$ cat config.mk
export PLATFORM = sky130hd
export DESIGN_NAME = ignition_sequencer
export DESIGN_NICKNAME = d
export VERILOG_FILES = /design/src/rtl/car_pkg.sv /design/src/rtl/cycle_timer.sv /design/src/rtl/ignition_sequencer.sv
export SDC_FILE = /design/constraint.sdc
export NUM_CORES = 1
export LEC_CHECK = 0
export CORE_MARGIN = 2
export CORE_UTILIZATION = 50
export CTS_CLUSTER_SIZE = 12
export DETAILED_ROUTE_END_ITERATION = 16
export HOLD_SLACK_MARGIN = 0.02
export PLACE_DENSITY = 0.79
export REMOVE_ABC_BUFFERS = 1
export SLEW_MARGIN = 40
export SYNTH_ARGS = -nofsm -noshare
export SYNTH_HDL_FRONTEND = slang
export SYNTH_HIERARCHICAL = 1
export SYNTH_SLANG_ARGS = --single-unit
export TNS_END_PERCENT = 100
$ cat constraint.sdc
create_clock -name clk -period 5.6 [get_ports clk]
set_input_delay 1.12 -clock clk [delete_from_list [all_inputs] [get_ports clk]]
set_output_delay 1.12 -clock clk [all_outputs]
set_load 0.01 [all_outputs]
$ cat src/rtl/car_pkg.sv
// Package: car_pkg
// Purpose: shared definitions for the ignition sequencer.
//   - state encoding reported on the dashboard state bus
//   - fault-cause codes
//   - war_vec bit positions and the default critical-warning mask
//   - actuator decode helper used for the registered Moore outputs
package car_pkg;

  typedef enum logic [2:0] {
    ST_OFF      = 3'd0,
    ST_PRECHECK = 3'd1,
    ST_CRANK    = 3'd2,
    ST_RUN      = 3'd3,
    ST_COOLDOWN = 3'd4,
    ST_FAULT    = 3'd5,
    ST_LOCKOUT  = 3'd6
  } state_e;

  localparam logic [1:0] FC_NONE          = 2'd0;
  localparam logic [1:0] FC_PRECHECK_DROP = 2'd1;
  localparam logic [1:0] FC_CRIT_RUN      = 2'd2;
  localparam logic [1:0] FC_LOCKOUT       = 2'd3;

  // war_vec bit positions, MSB first
  localparam int WAR_ENGINEOIL      = 8;
  localparam int WAR_BATTERYVOLTAGE = 7;
  localparam int WAR_OILPRESSURE    = 6;
  localparam int WAR_FUELLEVEL      = 5;
  localparam int WAR_WATERLEVEL     = 4;
  localparam int WAR_TYREPRESSURE   = 3;
  localparam int WAR_SEATBELT       = 2;
  localparam int WAR_AIRBAG         = 1;
  localparam int WAR_ENGINETEMP     = 0;

  // engineoil | oilpressure | enginetemp
  localparam logic [8:0] CRIT_MASK_DEFAULT = 9'h141;

  // {ign_on, fuel_pump, starter_on} for a given state
  function automatic logic [2:0] actuators(input state_e s);
    logic [2:0] a;
    a = 3'b000;
    case (s)
      ST_PRECHECK: a = 3'b110;
      ST_CRANK:    a = 3'b111;
      ST_RUN:      a = 3'b110;
      ST_COOLDOWN: a = 3'b100;
      default:     a = 3'b000;
    endcase
    return a;
  endfunction

endpackage

$ cat src/rtl/cycle_timer.sv
// Module: cycle_timer
// Purpose: down-counter shared by the timed sequencer states. A load arms it
//   with N; done pulses during the Nth cycle after the load edge, so the
//   owning state lasts exactly N cycles when it leaves on done.
// Ports:
//   clk       in  1  system clock
//   rst_n     in  1  asynchronous active-low reset
//   load      in  1  arm the timer (wins over counting)
//   load_val  in  8  cycle count to arm with (0 is not a legal value)
//   done      out 1  single-cycle expiry pulse
module cycle_timer (
  input  logic       clk,
  input  logic       rst_n,
  input  logic       load,
  input  logic [7:0] load_val,
  output logic       done
);

  logic [7:0] r_cnt;

  always_ff @(posedge clk or negedge rst_n) begin
    if (!rst_n) begin
      r_cnt <= 8'd0;
    end else if (load) begin
      r_cnt <= load_val;
    end else if (r_cnt != 8'd0) begin
      r_cnt <= r_cnt - 8'd1;
    end
  end

  // Counter parks at 0 after the final cycle, so this is a one-cycle pulse.
  assign done = (r_cnt == 8'd1);

endmodule

$ cat src/rtl/ignition_sequencer.sv
// Module: ignition_sequencer
// Purpose: timed engine start sequence OFF -> PRECHECK -> CRANK -> RUN with
//   bounded crank retries, cooldown between attempts, fault latching and
//   lockout. All inputs are registered once; outputs are registered Moore
//   outputs decoded from the next state, giving a two-edge input-to-output
//   response.
// Ports:
//   clk           in  1  system clock
//   rst_n         in  1  asynchronous active-low reset
//   key           in  1  PIN-accepted flag
//   readytogo     in  1  all-checks-pass flag
//   war_vec       in  9  warning flags (bit map in car_pkg)
//   start_req     in  1  start button, level
//   stop_req      in  1  stop / fault-acknowledge button, level
//   engine_fired  in  1  rpm-above-idle flag
//   ign_on        out 1  ignition relay
//   fuel_pump     out 1  fuel pump enable
//   starter_on    out 1  starter motor
//   state         out 3  current state (car_pkg::state_e encoding)
//   retry_cnt     out 3  failed crank attempts so far
//   fault_code    out 2  fault cause (car_pkg FC_* codes)
//   fault_war     out 9  war_vec snapshot taken on fault entry
module ignition_sequencer
  import car_pkg::*;
#(
  parameter int unsigned PRECHECK_CYC  = 4,
  parameter int unsigned CRANK_MAX_CYC = 16,
  parameter int unsigned COOL_CYC      = 8,
  parameter int unsigned MAX_RETRIES   = 3,
  parameter logic [8:0]  CRIT_MASK     = CRIT_MASK_DEFAULT
) (
  input  logic       clk,
  input  logic       rst_n,
  input  logic       key,
  input  logic       readytogo,
  input  logic [8:0] war_vec,
  input  logic       start_req,
  input  logic       stop_req,
  input  logic       engine_fired,
  output logic       ign_on,
  output logic       fuel_pump,
  output logic       starter_on,
  output logic [2:0] state,
  output logic [2:0] retry_cnt,
  output logic [1:0] fault_code,
  output logic [8:0] fault_war
);

  // Registered input copies
  logic       r_key;
  logic       r_ready;
  logic       r_start;
  logic       r_stop;
  logic       r_fired;
  logic [8:0] r_war;

  // Sequencer state
  state_e     r_state;
  logic [2:0] r_retry;
  logic [1:0] r_fcode;
  logic [8:0] r_fwar;
  logic       r_ign;
  logic       r_fuel;
  logic       r_starter;

  // Next-state logic
  state_e     w_state_next;
  logic [2:0] w_retry_next;
  logic [1:0] w_fcode_next;
  logic [8:0] w_fwar_next;
  logic [2:0] w_retry_inc;
  logic       w_abort;
  logic       w_tmr_load;
  logic [7:0] w_tmr_val;
  logic       w_tmr_done;

  cycle_timer u_timer (
    .clk      (clk),
    .rst_n    (rst_n),
    .load     (w_tmr_load),
    .load_val (w_tmr_val),
    .done     (w_tmr_done)
  );

  assign w_abort     = r_stop | ~r_key;
  assign w_retry_inc = r_retry + 3'd1;

  always_comb begin
    w_state_next = r_state;
    w_retry_next = r_retry;
    w_fcode_next = r_fcode;
    w_fwar_next  = r_fwar;
    w_tmr_load   = 1'b0;
    w_tmr_val    = 8'(PRECHECK_CYC);

    case (r_state)
      ST_OFF: begin
        if (r_start && r_key) begin
          w_state_next = ST_PRECHECK;
          w_tmr_load   = 1'b1;
          w_tmr_val    = 8'(PRECHECK_CYC);
        end
      end

      // Abort is tested first in every active state so it beats fault/fire.
      ST_PRECHECK: begin
        if (w_abort) begin
          w_state_next = ST_OFF;
          w_retry_next = 3'd0;
        end else if (!r_ready) begin
          w_state_next = ST_FAULT;
          w_fcode_next = FC_PRECHECK_DROP;
          w_fwar_next  = r_war;
        end else if (w_tmr_done) begin
          w_state_next = ST_CRANK;
          w_tmr_load   = 1'b1;
          w_tmr_val    = 8'(CRANK_MAX_CYC);
        end
      end

      ST_CRANK: begin
        if (w_abort) begin
          w_state_next = ST_OFF;
          w_retry_next = 3'd0;
        end else if (r_fired) begin
          // Fire is checked before expiry so a last-cycle fire still counts.
          w_state_next = ST_RUN;
          w_retry_next = 3'd0;
        end else if (w_tmr_done) begin
          w_retry_next = w_retry_inc;
          if (w_retry_inc == 3'(MAX_RETRIES)) begin
            w_state_next = ST_LOCKOUT;
            w_fcode_next = FC_LOCKOUT;
          end else begin
            w_state_next = ST_COOLDOWN;
            w_tmr_load   = 1'b1;
            w_tmr_val    = 8'(COOL_CYC);
          end
        end
      end

      ST_COOLDOWN: begin
        if (w_abort) begin
          w_state_next = ST_OFF;
          w_retry_next = 3'd0;
        end else if (w_tmr_done) begin
          w_state_next = ST_PRECHECK;
          w_tmr_load   = 1'b1;
          w_tmr_val    = 8'(PRECHECK_CYC);
        end
      end

      ST_RUN: begin
        if (w_abort) begin
          w_state_next = ST_OFF;
          w_retry_next = 3'd0;
        end else if ((r_war & CRIT_MASK) != 9'd0) begin
          w_state_next = ST_FAULT;
          w_fcode_next = FC_CRIT_RUN;
          w_fwar_next  = r_war;
        end
      end

      ST_FAULT: begin
        if (r_stop) begin
          w_state_next = ST_OFF;
          w_retry_next = 3'd0;
          w_fcode_next = FC_NONE;
          w_fwar_next  = 9'd0;
        end
      end

      ST_LOCKOUT: begin
        // Needs the key out as well, so a stuck stop button cannot unlock.
        if (!r_key && r_stop) begin
          w_state_next = ST_OFF;
          w_retry_next = 3'd0;
          w_fcode_next = FC_NONE;
        end
      end

      default: begin
        w_state_next = ST_OFF;
        w_retry_next = 3'd0;
        w_fcode_next = FC_NONE;
        w_fwar_next  = 9'd0;
      end
    endcase
  end

  always_ff @(posedge clk or negedge rst_n) begin
    if (!rst_n) begin
      r_key     <= 1'b0;
      r_ready   <= 1'b0;
      r_start   <= 1'b0;
      r_stop    <= 1'b0;
      r_fired   <= 1'b0;
      r_war     <= 9'd0;
      r_state   <= ST_OFF;
      r_retry   <= 3'd0;
      r_fcode   <= FC_NONE;
      r_fwar    <= 9'd0;
      r_ign     <= 1'b0;
      r_fuel    <= 1'b0;
      r_starter <= 1'b0;
    end else begin
      r_key     <= key;
      r_ready   <= readytogo;
      r_start   <= start_req;
      r_stop    <= stop_req;
      r_fired   <= engine_fired;
      r_war     <= war_vec;
      r_state   <= w_state_next;
      r_retry   <= w_retry_next;
      r_fcode   <= w_fcode_next;
      r_fwar    <= w_fwar_next;
      // Decoding the next state keeps actuators aligned with r_state
      // while still coming straight from flops.
      {r_ign, r_fuel, r_starter} <= actuators(w_state_next);
    end
  end

  assign ign_on     = r_ign;
  assign fuel_pump  = r_fuel;
  assign starter_on = r_starter;
  assign state      = r_state;
  assign retry_cnt  = r_retry;
  assign fault_code = r_fcode;
  assign fault_war  = r_fwar;

endmodule

== Word-level counts from Yosys, hierarchy flattened ==
Index checks and enable logic that the tools add are counted.

* Output and inout bits: 20
* Bits in registers: 42

* Add/subtract/negate cells: 2
* Equality and inequality tests: 24
* Reduce and logical (&&, ||, !) cells: 14
* Muxes and demuxes: 60
* Bitwise operators: 5

{| class="wikitable"
|+ Operator list
! kind !! number
|-
| 3-bit two-way mux || 19
|-
| 9-bit two-way mux || 5
|-
| 9-bit case mux with 4 select lines || 1
|-
| 2-bit two-way mux || 11
|-
| 3-bit case mux with 7 select lines || 1
|-
| 2-bit != test (second input constant) || 9
|-
| 4-bit two-way mux || 4
|-
| 8-bit two-way mux || 2
|-
| 3-bit by 2-bit == test with 1-bit output (second input constant) || 5
|-
| 5-bit two-way mux || 3
|-
| 3-bit case mux with 5 select lines || 1
|-
| 3-bit == test (second input constant) || 4
|-
| 2-bit case mux with 6 select lines || 1
|-
| 11-bit AND reduction || 1
|-
| 5-bit case mux with 2 select lines || 1
|-
| 1-bit two-way mux || 9
|-
| 3-bit case mux with 3 select lines || 1
|-
| 9-bit nonzero test || 1
|-
| 8-bit by 1-bit == test with 1-bit output (second input constant) || 1
|-
| 8-bit nonzero test || 1
|-
| 8-bit by 1-bit subtractor with 8-bit output (second input constant) || 1
|-
| 3-bit by 1-bit == test with 1-bit output (second input constant) || 2
|-
| 6-bit AND reduction || 1
|-
| 5-bit AND reduction || 1
|-
| other kinds (13) || 19
|}

== Depth between registers and ports, before layout ==
Gate-level depths: netlist of run 1.

* Depth after elaboration: 10
* Mapped depth: 13
* Gate-level depth less buffers: 12

== Hierarchy ==
Netlist of run 1, hierarchy kept.

{| class="wikitable"
|+ Modules (own cells, without submodules)
! module !! cells each !! area an instance (um^2) !! times used
|-
| ignition_sequencer || 158 || 1582.8 || 1
|-
| cycle_timer || 61 || 540.5 || 1
|}

== Worst setup path before layout of run 1 ==
OpenSTA, ideal clock, no wires.

* Path kind: register to register
* From: register u_timer.r_cnt[6]
* To: register u_timer.r_cnt[5]
* Cell stages (with the launch flop): 12
* Data arrival time: 2.902 ns
* Setup time: 0.146 ns
* Required time: 5.454 ns
* Clock period less this slack: 3.048 ns
* Path buffers: 3
* Slack: 2.552 ns
* Path through: dfrtp_1 or3_1 clkbuf_1 nor4_1 nor2b_1 mux2i_1 nor3_1 inv_1 nand2_1 clkbuf_1 clkbuf_1 a221oi_1

* Longest elaborated chain between the ends: 6
* Elaborated cells between the ends (all ways): 12

{| class="wikitable"
|+ Ends and longest elaborated chain
! item !! line !! RTL
|-
| start: declaration || cycle_timer.sv:19 || <nowiki>logic [7:0] r_cnt;</nowiki>
|-
| start signal: assignment || cycle_timer.sv:25 || <nowiki>r_cnt <= load_val;</nowiki>
|-
| start signal: assignment || cycle_timer.sv:27 || <nowiki>r_cnt <= r_cnt - 8'd1;</nowiki>
|-
| 8-bit by 1-bit == test with 1-bit output (*) || cycle_timer.sv:32 || <nowiki>assign done = (r_cnt == 8'd1);</nowiki>
|-
| via w_tmr_done || ignition_sequencer.sv:75 || <nowiki>logic w_tmr_done;</nowiki>
|-
| 1-bit two-way mux (on tied branches) || ignition_sequencer.sv:129, ignition_sequencer.sv:114, ignition_sequencer.sv:146 ||
|-
| 1-bit two-way mux (on tied branches) || ignition_sequencer.sv:125, ignition_sequencer.sv:110 ||
|-
| 1-bit two-way mux (on tied branches) || ignition_sequencer.sv:122, ignition_sequencer.sv:107 ||
|-
| 1-bit case mux with 4 select lines (*) || ignition_sequencer.sv:96 || <nowiki>case (r_state)</nowiki>
|-
| via w_tmr_load || ignition_sequencer.sv:73 || <nowiki>logic w_tmr_load;</nowiki>
|-
| 8-bit two-way mux / 2-bit nonzero test (equally long branches) || - ||
|}

The timed path passes the listed nets; every way through them passes the cells marked *.
A chain may end at the register's enable or synchronous reset.

== Final worst setup path of run 1 ==
* From: register r_state[2] (netlist: state[2])
* To: output state[2]

{| class="wikitable"
|+ RTL lines
! item !! line !! RTL
|-
| start: declaration || ignition_sequencer.sv:58 || <nowiki>state_e r_state;</nowiki>
|-
| start signal: assignment || ignition_sequencer.sv:213 || <nowiki>r_state <= w_state_next;</nowiki>
|-
| end: declaration || ignition_sequencer.sv:43 || <nowiki>output logic [2:0] state,</nowiki>
|}

No word-level cell between the ends.

==> flow_summary.ini, run 1 <==
[outcome]
outcome = complete, no violations

[grt]
antenna_found_initial = 0
grtUsageTotal_pct = 18.8
grt_overflow_total = 0
grt_pass1_vias = 1666
grt_max_degree = 43
grt_pass1_wl_mm = 7.22

[floorplan]
rows = 23
dieArea_um2 = 4780
die_w_um = 69.2
die_y_um = 69.2
initial_utilization_pct = 52.3
core_um2 = 4060
ios = 36

[layout]
fin_util_pct = 64.0
final_area_um2 = 2600
area_delta_synth_final_pct = 22.4
layout-drive-gt1-share_pct = 8.20
diodes = 0
nets = 276
layout.cells.non_filler = 306
n_fill_cell = 340

[worst_setup_path]
critPathKind = reg2out
path_buf_inv = 1
startpoint_type = flop
reg2reg_setup_slack_ns = 2.77
arrival_ns = 1.74
max_stage_delay_ns = 0.77
ff2ff_path_depth = 11
reg2reg_to = u_timer/r_cnt[6]
cp.required_ns = 4.48
slowest_stage = dfrtp_1
crit_path_end_kind = output port
r2r-start = u_timer/r_cnt[6]
crit_family = flip-flops
path_max_fanout = 23
crit_chain = clkdlybuf4s50_1

[placement]
pre_cts_ws_ns = 2.81
hpwl_mm = 2.95
io_buffers = 35
place_congestion = 0.908
post_dp_cell_area_um2 = 2500
dp_cells = 298

[sta]
finalWorstSetupSlack_ns = 2.74
fin_crit_sh_pct = 51.0
whs_ns = 0.480
drv_slew = 0
finalSetupTns_ns = 0
min_period_ns = 2.86
final-hold-violation-count = 0
fmax_ghz = 0.350
rsz0062_at_grt = false
clock_skew_ns = 0.00512
worstMarginPinSlew_ns = 0.722
slew_headroom_pct = 51.8
setup_viol = 0

[drt]
postRouteAntennaNets = 0
drt_wl_total_mm = 4.13
vias = 1680
post_drt_wl_per_cell_um = 13.5
drc = 0
first_pass_iters = 4
drtIter0Drc = 88
viasPerCell = 5.49

[yosys]
synth_fa_ha_area_share_pct = 2.95
ys_ff_latch = 42
yosys-mux-area-fraction_pct = 2.24
ys_types = 50
ys_warn_count = 6
synth_edf_count = 0
yosysSeqAreaShare_pct = 49.5
yosys.area.top_type = dfrtp_1
synth_area_per_cell_um2 = 9.70
ys.flop_type = dfrtp_1
synthXorXnorAreaFrac_pct = 1.24
yosysTopAreaCellShare_pct = 49.5
synth-simple-area-share_pct = 21.2
netlist_area_um2 = 2120
netlist_instances = 219
synth_compound_area_share_pct = 16.4
synth_top_family_by_area = simple AND/OR/NAND/NOR gates
synth_area_leaders = dfrtp_1, o21ai_0, inv_1
synthArstFlopShare_pct = 100

[cts]
cts_inserted_buffers = 5
clock_path_buffers = 2
cts_hold_buf = 0
cts_tree = built
cts_resized = 0
post_cts_buffers = 0
insertion_delay_ns = 0.30
cts.clk_slew.worst_paths_ns = 0.09
htree_levels = 2
clkSinkCount = 42
root_buffer = clkbuf_8

[min_path]
hold_end = fault_war[7]
hold_path_startpoint = r_war[7]
worstHoldPathType = reg2reg
hold_depth = 2

[power_and_ir_drop]
leakage_nw = 1.08
vdd_ir_drop_max_mv = 0.148
power_density_nw_per_um2 = 303
fin_total_pwr_mw = 0.787

[flow_run]
maxCapViolCount = 0
-- flip-flops by register name (all words and copies together) (netlist names) --
register / flops
state: 3
u_timer/r_cnt: 8
r_fired: 1
starter_on: 1
retry_cnt: 3
ign_on: 1
fault_war: 9
r_ready: 1
fuel_pump: 1
r_key: 1
r_start: 1
fault_code: 2
r_stop: 1
r_war: 9
-- routing by layer --
| metal | wire, um | vias to the layer above | global-route usage, % |
|---|---|---|---|
| met3 | 163 | 7 | 4.24 |
| met4 | 72 | 0 | 9.59 |
| met1 | 1860 | 796 | 23.1 |
| li1 | - | 838 | - |
| met5 | 0 | - | 0 |
| met2 | 2030 | 39 | 31.0 |
-- cells in the mapped netlist, drive strengths merged, types with 2 or more instances --
master,n
o22ai,3
nand2b,6
a22o,3
nand3,11
or4,2
and2,2
xnor2,3
a221oi,2
or3,2
nand2,11
nor3,12
buf,4
inv,20
nor4,2
a211oi,2
ha,5
nor2,11
mux2,3
nor3b,3
dfrtp,42
clkbuf,7
nor2b,8
o31ai,6
a31oi,3
a21oi,12
o21ai,17
nand3b,2
-- cell families (layout without fill, tap and decap cells) --
family	Yosys count	count (layout)
simple gates	79	79
xor+xnor	3	3
other cells	1	5
mux	4	4
fa+ha+maj	5	5
compound gates	54	54
flops	42	42
buf+inv	31	64
-- tightest hold or removal path, cell delays in order, from the launching register on --
cell,delay (ns)
dfrtp_1,0.33
nand3_1,0.05
o21ai_0,0.06
-- area by class of cell --
type	count	area [um^2]	area share (%)
clock buffers	5	68.8	2.65
clock inverters	3	25.0	0.963
inverters	20	75.1	2.89
multi-input cells	150	961	37.0
flip-flops and latches	42	1050	40.4
well taps	50	62.6	2.41
repair buffers	36	355	13.7
-- power breakdown --
group          leakage [nW]  total (mW)  switching [mW]  internal (mW)
Sequential            0.532       0.395          0.0485          0.346
Combinational         0.503       0.191          0.0937         0.0978
Clock                0.0447       0.201           0.111         0.0899
Total                  1.08       0.787           0.253          0.534
-- placed cells by master (no fill, tap or decap), types with 8 or more instances in the layout --
cell | synthesis | final
nor2_1 | 9 | 9
o21ai_0 | 17 | 17
clkdlybuf4s50_1 | 0 | 34
nor3_1 | 11 | 11
nand2_1 | 11 | 11
nor2b_1 | 8 | 8
inv_1 | 20 | 20
dfrtp_1 | 42 | 42
nand3_1 | 11 | 11
a21oi_1 | 11 | 11
-- worst max path at each step --
stage / slack (ns) / end / startpoint / cells after the start
6_report: 2.74 / state[2] / state[2] / 1
5_1_grt: 2.47 / u_timer/r_cnt[5] / u_timer/r_cnt[6] / 10
4_1_cts: 2.75 / state[2] / state[2] / 1
3_5_place_dp: 2.81 / u_timer/r_cnt[6] / u_timer/r_cnt[6] / 11
3_3_place_gp: 2.87 / u_timer/r_cnt[6] / u_timer/r_cnt[6] / 11
2_1_floorplan: 2.66 / u_timer/r_cnt[6] / u_timer/r_cnt[6] / 10
No activity file was read; power rests on OpenSTA's default activity.
==> run 2: changes to the inputs <==
- clock period: 5.6 -> 2.7 ns (I/O delays scaled with it)
==> flow_summary.ini, run 2 (synthesis gave the netlist of run 1 again) <==
[floorplan]
dieArea_um2 = 4780
core_um2 = 4060
ios = 36
die_y_um = 69.2
rows = 23
initial_utilization_pct = 52.3
die_w_um = 69.2

[power_and_ir_drop]
power_density_nw_per_um2 = 623
p_int_mw = 1.12
vdd_ir_drop_max_mv = 0.344
comb_power_share_pct = 25.8
sw_frac_of_total_pct = 32.3
p_switching_mw = 0.537
p_seq_share_pct = 49.3
clkPwrFrac_pct = 24.9
leakage_nw = 1.12

[sta]
drv_slew = 0
rsz0062_at_grt = false
min_period_ns = 2.39
worstMarginPinSlew_ns = 0.636
final-hold-violation-count = 0
fmax_ghz = 0.418
fin_crit_sh_pct = 88.7
finalWorstSetupSlack_ns = 0.306
clock_skew_ns = 0.0113
slew_headroom_pct = 57.5
setup_viol = 0

[grt]
grtUsageTotal_pct = 19.3
busiest_layer = met1
met2_usage_pct = 28.1
grtUsageMet1_pct = 29.2
grt_max_degree = 43
grt_pass1_wl_mm = 7.61
grt_use_met3_pct = 3.65
grt_pass1_vias = 1614
antenna_found_initial = 0
grt_overflow_total = 0

[cts]
cts.clk_slew.worst_paths_ns = 0.09
cts_resized = 0
clock_path_buffers = 2
insertion_delay_ns = 0.30
cts_tree = built
cts_inserted_buffers = 5
clkSinkCount = 42
cts_hold_buf = 0
post_cts_buffers = 0
root_buffer = clkbuf_8
htree_levels = 2

[placement]
place_congestion = 0.878
pre_cts_ws_ns = 0.163
dp_cells = 305
hpwl_mm = 3.01
io_buffers = 35

[drt]
viasPerCell = 5.41
drtIter0Drc = 125
drc = 0
first_pass_iters = 4
drt_wl_total_mm = 4.22
postRouteAntennaNets = 0
post_drt_wl_per_cell_um = 13.5
vias = 1694

[layout]
area_delta_synth_final_pct = 25.5
layout-drive-gt1-share_pct = 11.4
final_cell_mix = dfrtp_1, clkdlybuf4s50_1, inv_1
diodes = 0
layout.cells.non_filler = 313
n_fill_cell = 317
final_common_cell = dfrtp_1
nets = 283

[worst_setup_path]
cp.required_ns = 2.88
max_stage_delay_ns = 0.46
arrival_ns = 2.57
crit_chain = or3_1, nor4_2, buf_4, o31ai_1, a22o_1, a311oi_1, a21oi_2, nand2b_1
crit_family = compound AO/OA/AOI/OAI gates
reg2reg_to = ign_on
path_max_fanout = 6
startpoint_type = flop
reg2reg_setup_slack_ns = 0.31
path_buf_inv = 1
critPathKind = reg2reg
slowest_stage = a311oi_1
ff2ff_path_depth = 8
r2r-start = u_timer/r_cnt[4]
crit_path_end_kind = flop

[min_path]
worstHoldPathType = in2async

[outcome]
outcome = complete, no violations

[flow_run]
maxCapViolCount = 0
## run 2: how the worst max path moves through the flow
stage,startpoint,end,cells after the start
final,u_timer/r_cnt[4],ign_on,8
after global routing,u_timer/r_cnt[4],u_timer/r_cnt[6],10
after CTS,u_timer/r_cnt[6],u_timer/r_cnt[6],10
after detailed placement,u_timer/r_cnt[4],u_timer/r_cnt[6],10
after global placement,u_timer/r_cnt[6],u_timer/r_cnt[6],10
after floorplan,u_timer/r_cnt[6],u_timer/r_cnt[6],10
## run 2: stage by stage
| step | power (mW) | area, um^2 | hold WS, ns | TNS, ns | util, % |
|---|---|---|---|---|---|
| detailed placement | 1.25 | 2560 | 0.460 | 0 | 63.0 |
| floorplan | 1.07 | 2080 | 0.244 | -1.07 | - |
| global route | 1.77 | 2670 | 0.252 | 0 | 65.7 |
| finish | 1.66 | 2670 | 0.217 | 0 | 65.7 |
| CTS | 1.67 | 2650 | 0.230 | 0 | 65.3 |
| global placement | 1.24 | 2550 | 0.450 | 0 | 62.8 |
## run 2: layout make-up
type | count | area (um^2) | share of cell area [%]
clock buffer | 5 | 68.8 | 2.58
clock inverter | 3 | 25.0 | 0.939
inverter | 20 | 75.1 | 2.82
multi-input combinational | 150 | 975 | 36.6
sequential | 42 | 1050 | 39.4
tap | 50 | 62.6 | 2.35
timing repair buffer | 43 | 408 | 15.3
## run 2: power by group through the flow
| stage | clock network (mW) | registers, mW | logic [mW] |
|---|---|---|---|
| finish | 0.413 | 0.818 | 0.429 |
| global route | 0.455 | 0.837 | 0.478 |
| detailed placement | 0 | 0.828 | 0.427 |
| floorplan | 0 | 0.821 | 0.248 |
| CTS | 0.426 | 0.816 | 0.428 |
| global placement | 0 | 0.824 | 0.418 |
## run 2: layer usage
| layer | up-vias | part of all wire, % |
|---|---|---|
| met5 | - | 0 |
| met4 | 0 | 1.4 |
| met3 | 5 | 3.9 |
| met2 | 40 | 46 |
| met1 | 801 | 49 |
| li1 | 848 | - |
==> run 3: changes to the inputs <==
- SLEW_MARGIN: 40 -> unset
==> flow_summary.ini, run 3 (synthesis gave the netlist of run 1 again) <==
[sta]
setup_viol = 0
final-hold-violation-count = 0
fmax_ghz = 0.414
drv_slew = 0
whs_ns = 0.359
fin_crit_sh_pct = 89.5
slew_headroom_pct = 35.1
worstMarginPinSlew_ns = 0.972
clock_skew_ns = 0.0124
min_period_ns = 2.42
rsz0062_at_grt = false

[cts]
htree_levels = 2
root_buffer = clkbuf_8
cts.clk_slew.worst_paths_ns = 0.09
cts_resized = 0
cts_inserted_buffers = 5
cts_tree = built
post_cts_buffers = 0
cts_hold_buf = 0
clock_path_buffers = 2
insertion_delay_ns = 0.31
clkSinkCount = 42

[power_and_ir_drop]
sw_frac_of_total_pct = 32.8
leakage_nw = 1.11
clkPwrFrac_pct = 25.2
p_int_mw = 1.12
p_seq_share_pct = 49.1
vdd_ir_drop_max_mv = 0.286
power_density_nw_per_um2 = 630
fin_total_pwr_mw = 1.67
comb_power_share_pct = 25.7
p_switching_mw = 0.547

[worst_setup_path]
ff2ff_path_depth = 10
critPathKind = reg2reg
slowest_stage = dfrtp_1
r2r-start = u_timer/r_cnt[4]
startpoint_type = flop
arrival_ns = 2.59
reg2reg_to = u_timer/r_cnt[6]
crit_path_end_kind = flop
path_max_fanout = 15
cp.required_ns = 2.88
crit_chain = or3_1, nor4_2, nor2b_1, mux2i_1, nor3_1, inv_1, nand2_2, nand2b_1, a21oi_1, nand3b_1
max_stage_delay_ns = 0.42
reg2reg_setup_slack_ns = 0.28

[floorplan]
core_um2 = 4060
rows = 23
die_w_um = 69.2
die_y_um = 69.2
ios = 36
dieArea_um2 = 4780
initial_utilization_pct = 52.3

[drt]
viasPerCell = 5.64
drc = 0
vias = 1764
postRouteAntennaNets = 0
drt_wl_total_mm = 4.37
first_pass_iters = 5
drtIter0Drc = 136
post_drt_wl_per_cell_um = 14.0

[grt]
grt_overflow_total = 0
grtUsageTotal_pct = 20.0
antenna_found_initial = 0
grt_max_degree = 43
grt_pass1_wl_mm = 7.78
grt_pass1_vias = 1683

[outcome]
outcome = complete, no violations

[placement]
io_buffers = 35
place_congestion = 0.878
hpwl_mm = 3.08

[layout]
multi_input_area_um2 = 962
nets = 283
area_delta_synth_final_pct = 24.8
layout-drive-gt1-share_pct = 11.4
diodes = 0
final_common_cell = dfrtp_1
final_cell_mix = dfrtp_1, clkdlybuf4s50_1, inv_1
regArea_um2 = 1050
n_fill_cell = 319

[min_path]
worstHoldPathType = in2async

[flow_run]
maxCapViolCount = 0
[run 3: cell count changes in the layout (fill, tap and decap cells not counted)]
cell      before  now
a211oi_2       0    1
a211oi_4       1    0
buf_2          0    1
buf_4          9    8
nand2_2        0    1
nand2_4        1    0
[run 3: metrics by stage]
stage	TNS (ns)	cell area [um^2]	setup slack, ns	utilization [%]	instances
2_1_floorplan	-1.07	2080	-0.240	-	212
3_3_place_gp	0	2550	0.231	62.8	305
3_5_place_dp	0	2550	0.157	62.8	305
4_1_cts	0	2640	0.125	65.1	313
5_1_grt	0	2650	0.0416	65.3	313
6_report	0	2650	0.285	65.3	313
[run 3: area by class of cell]
type | instances | area share, %
Multi-Input combinational cell | 150 | 36.3
Inverter | 20 | 2.83
Clock buffer | 5 | 2.60
Clock inverter | 3 | 0.944
Sequential cell | 42 | 39.7
Tap cell | 50 | 2.36
Timing Repair Buffer | 43 | 15.3
[run 3: power by group through the flow]
stage          clock (mW)  sequential [mW]  combinational [mW]
6_report            0.420            0.819               0.429
5_1_grt             0.463            0.834               0.480
4_1_cts             0.432            0.817               0.426
3_5_place_dp            0            0.827               0.425
3_3_place_gp            0            0.824               0.418
2_1_floorplan           0            0.821               0.248
[run 3: worst max-delay path: cells and delay by family, from the launching register on]
kind,cells,cell delay (ns)
buffers and inverters,1,0.09
AOI/OAI and AO/OA,1,0.04
and+or+nand+nor,7,1.65
DFF,1,0.42
muxes,1,0.09
[run 3: how the worst max path moves through the flow]
stage	start	endpoint	slack, ns
after floorplan	u_timer/r_cnt[6]	u_timer/r_cnt[6]	-0.24
after global placement	u_timer/r_cnt[6]	u_timer/r_cnt[6]	0.23
after detailed placement	u_timer/r_cnt[6]	u_timer/r_cnt[6]	0.16
after CTS	u_timer/r_cnt[6]	u_timer/r_cnt[6]	0.13
after global routing	u_timer/r_cnt[6]	u_timer/r_cnt[5]	0.04
final	u_timer/r_cnt[4]	u_timer/r_cnt[6]	0.28
[run 3: layer usage]
metal | part of all wire (%) | vias to the layer above | global-route usage [%]
li1 | - | 849 | -
met1 | 46 | 858 | 28.6
met2 | 48 | 49 | 29.4
met5 | 0 | - | 0
met4 | 1.7 | 0 | 8.93
met3 | 4.9 | 8 | 4.09
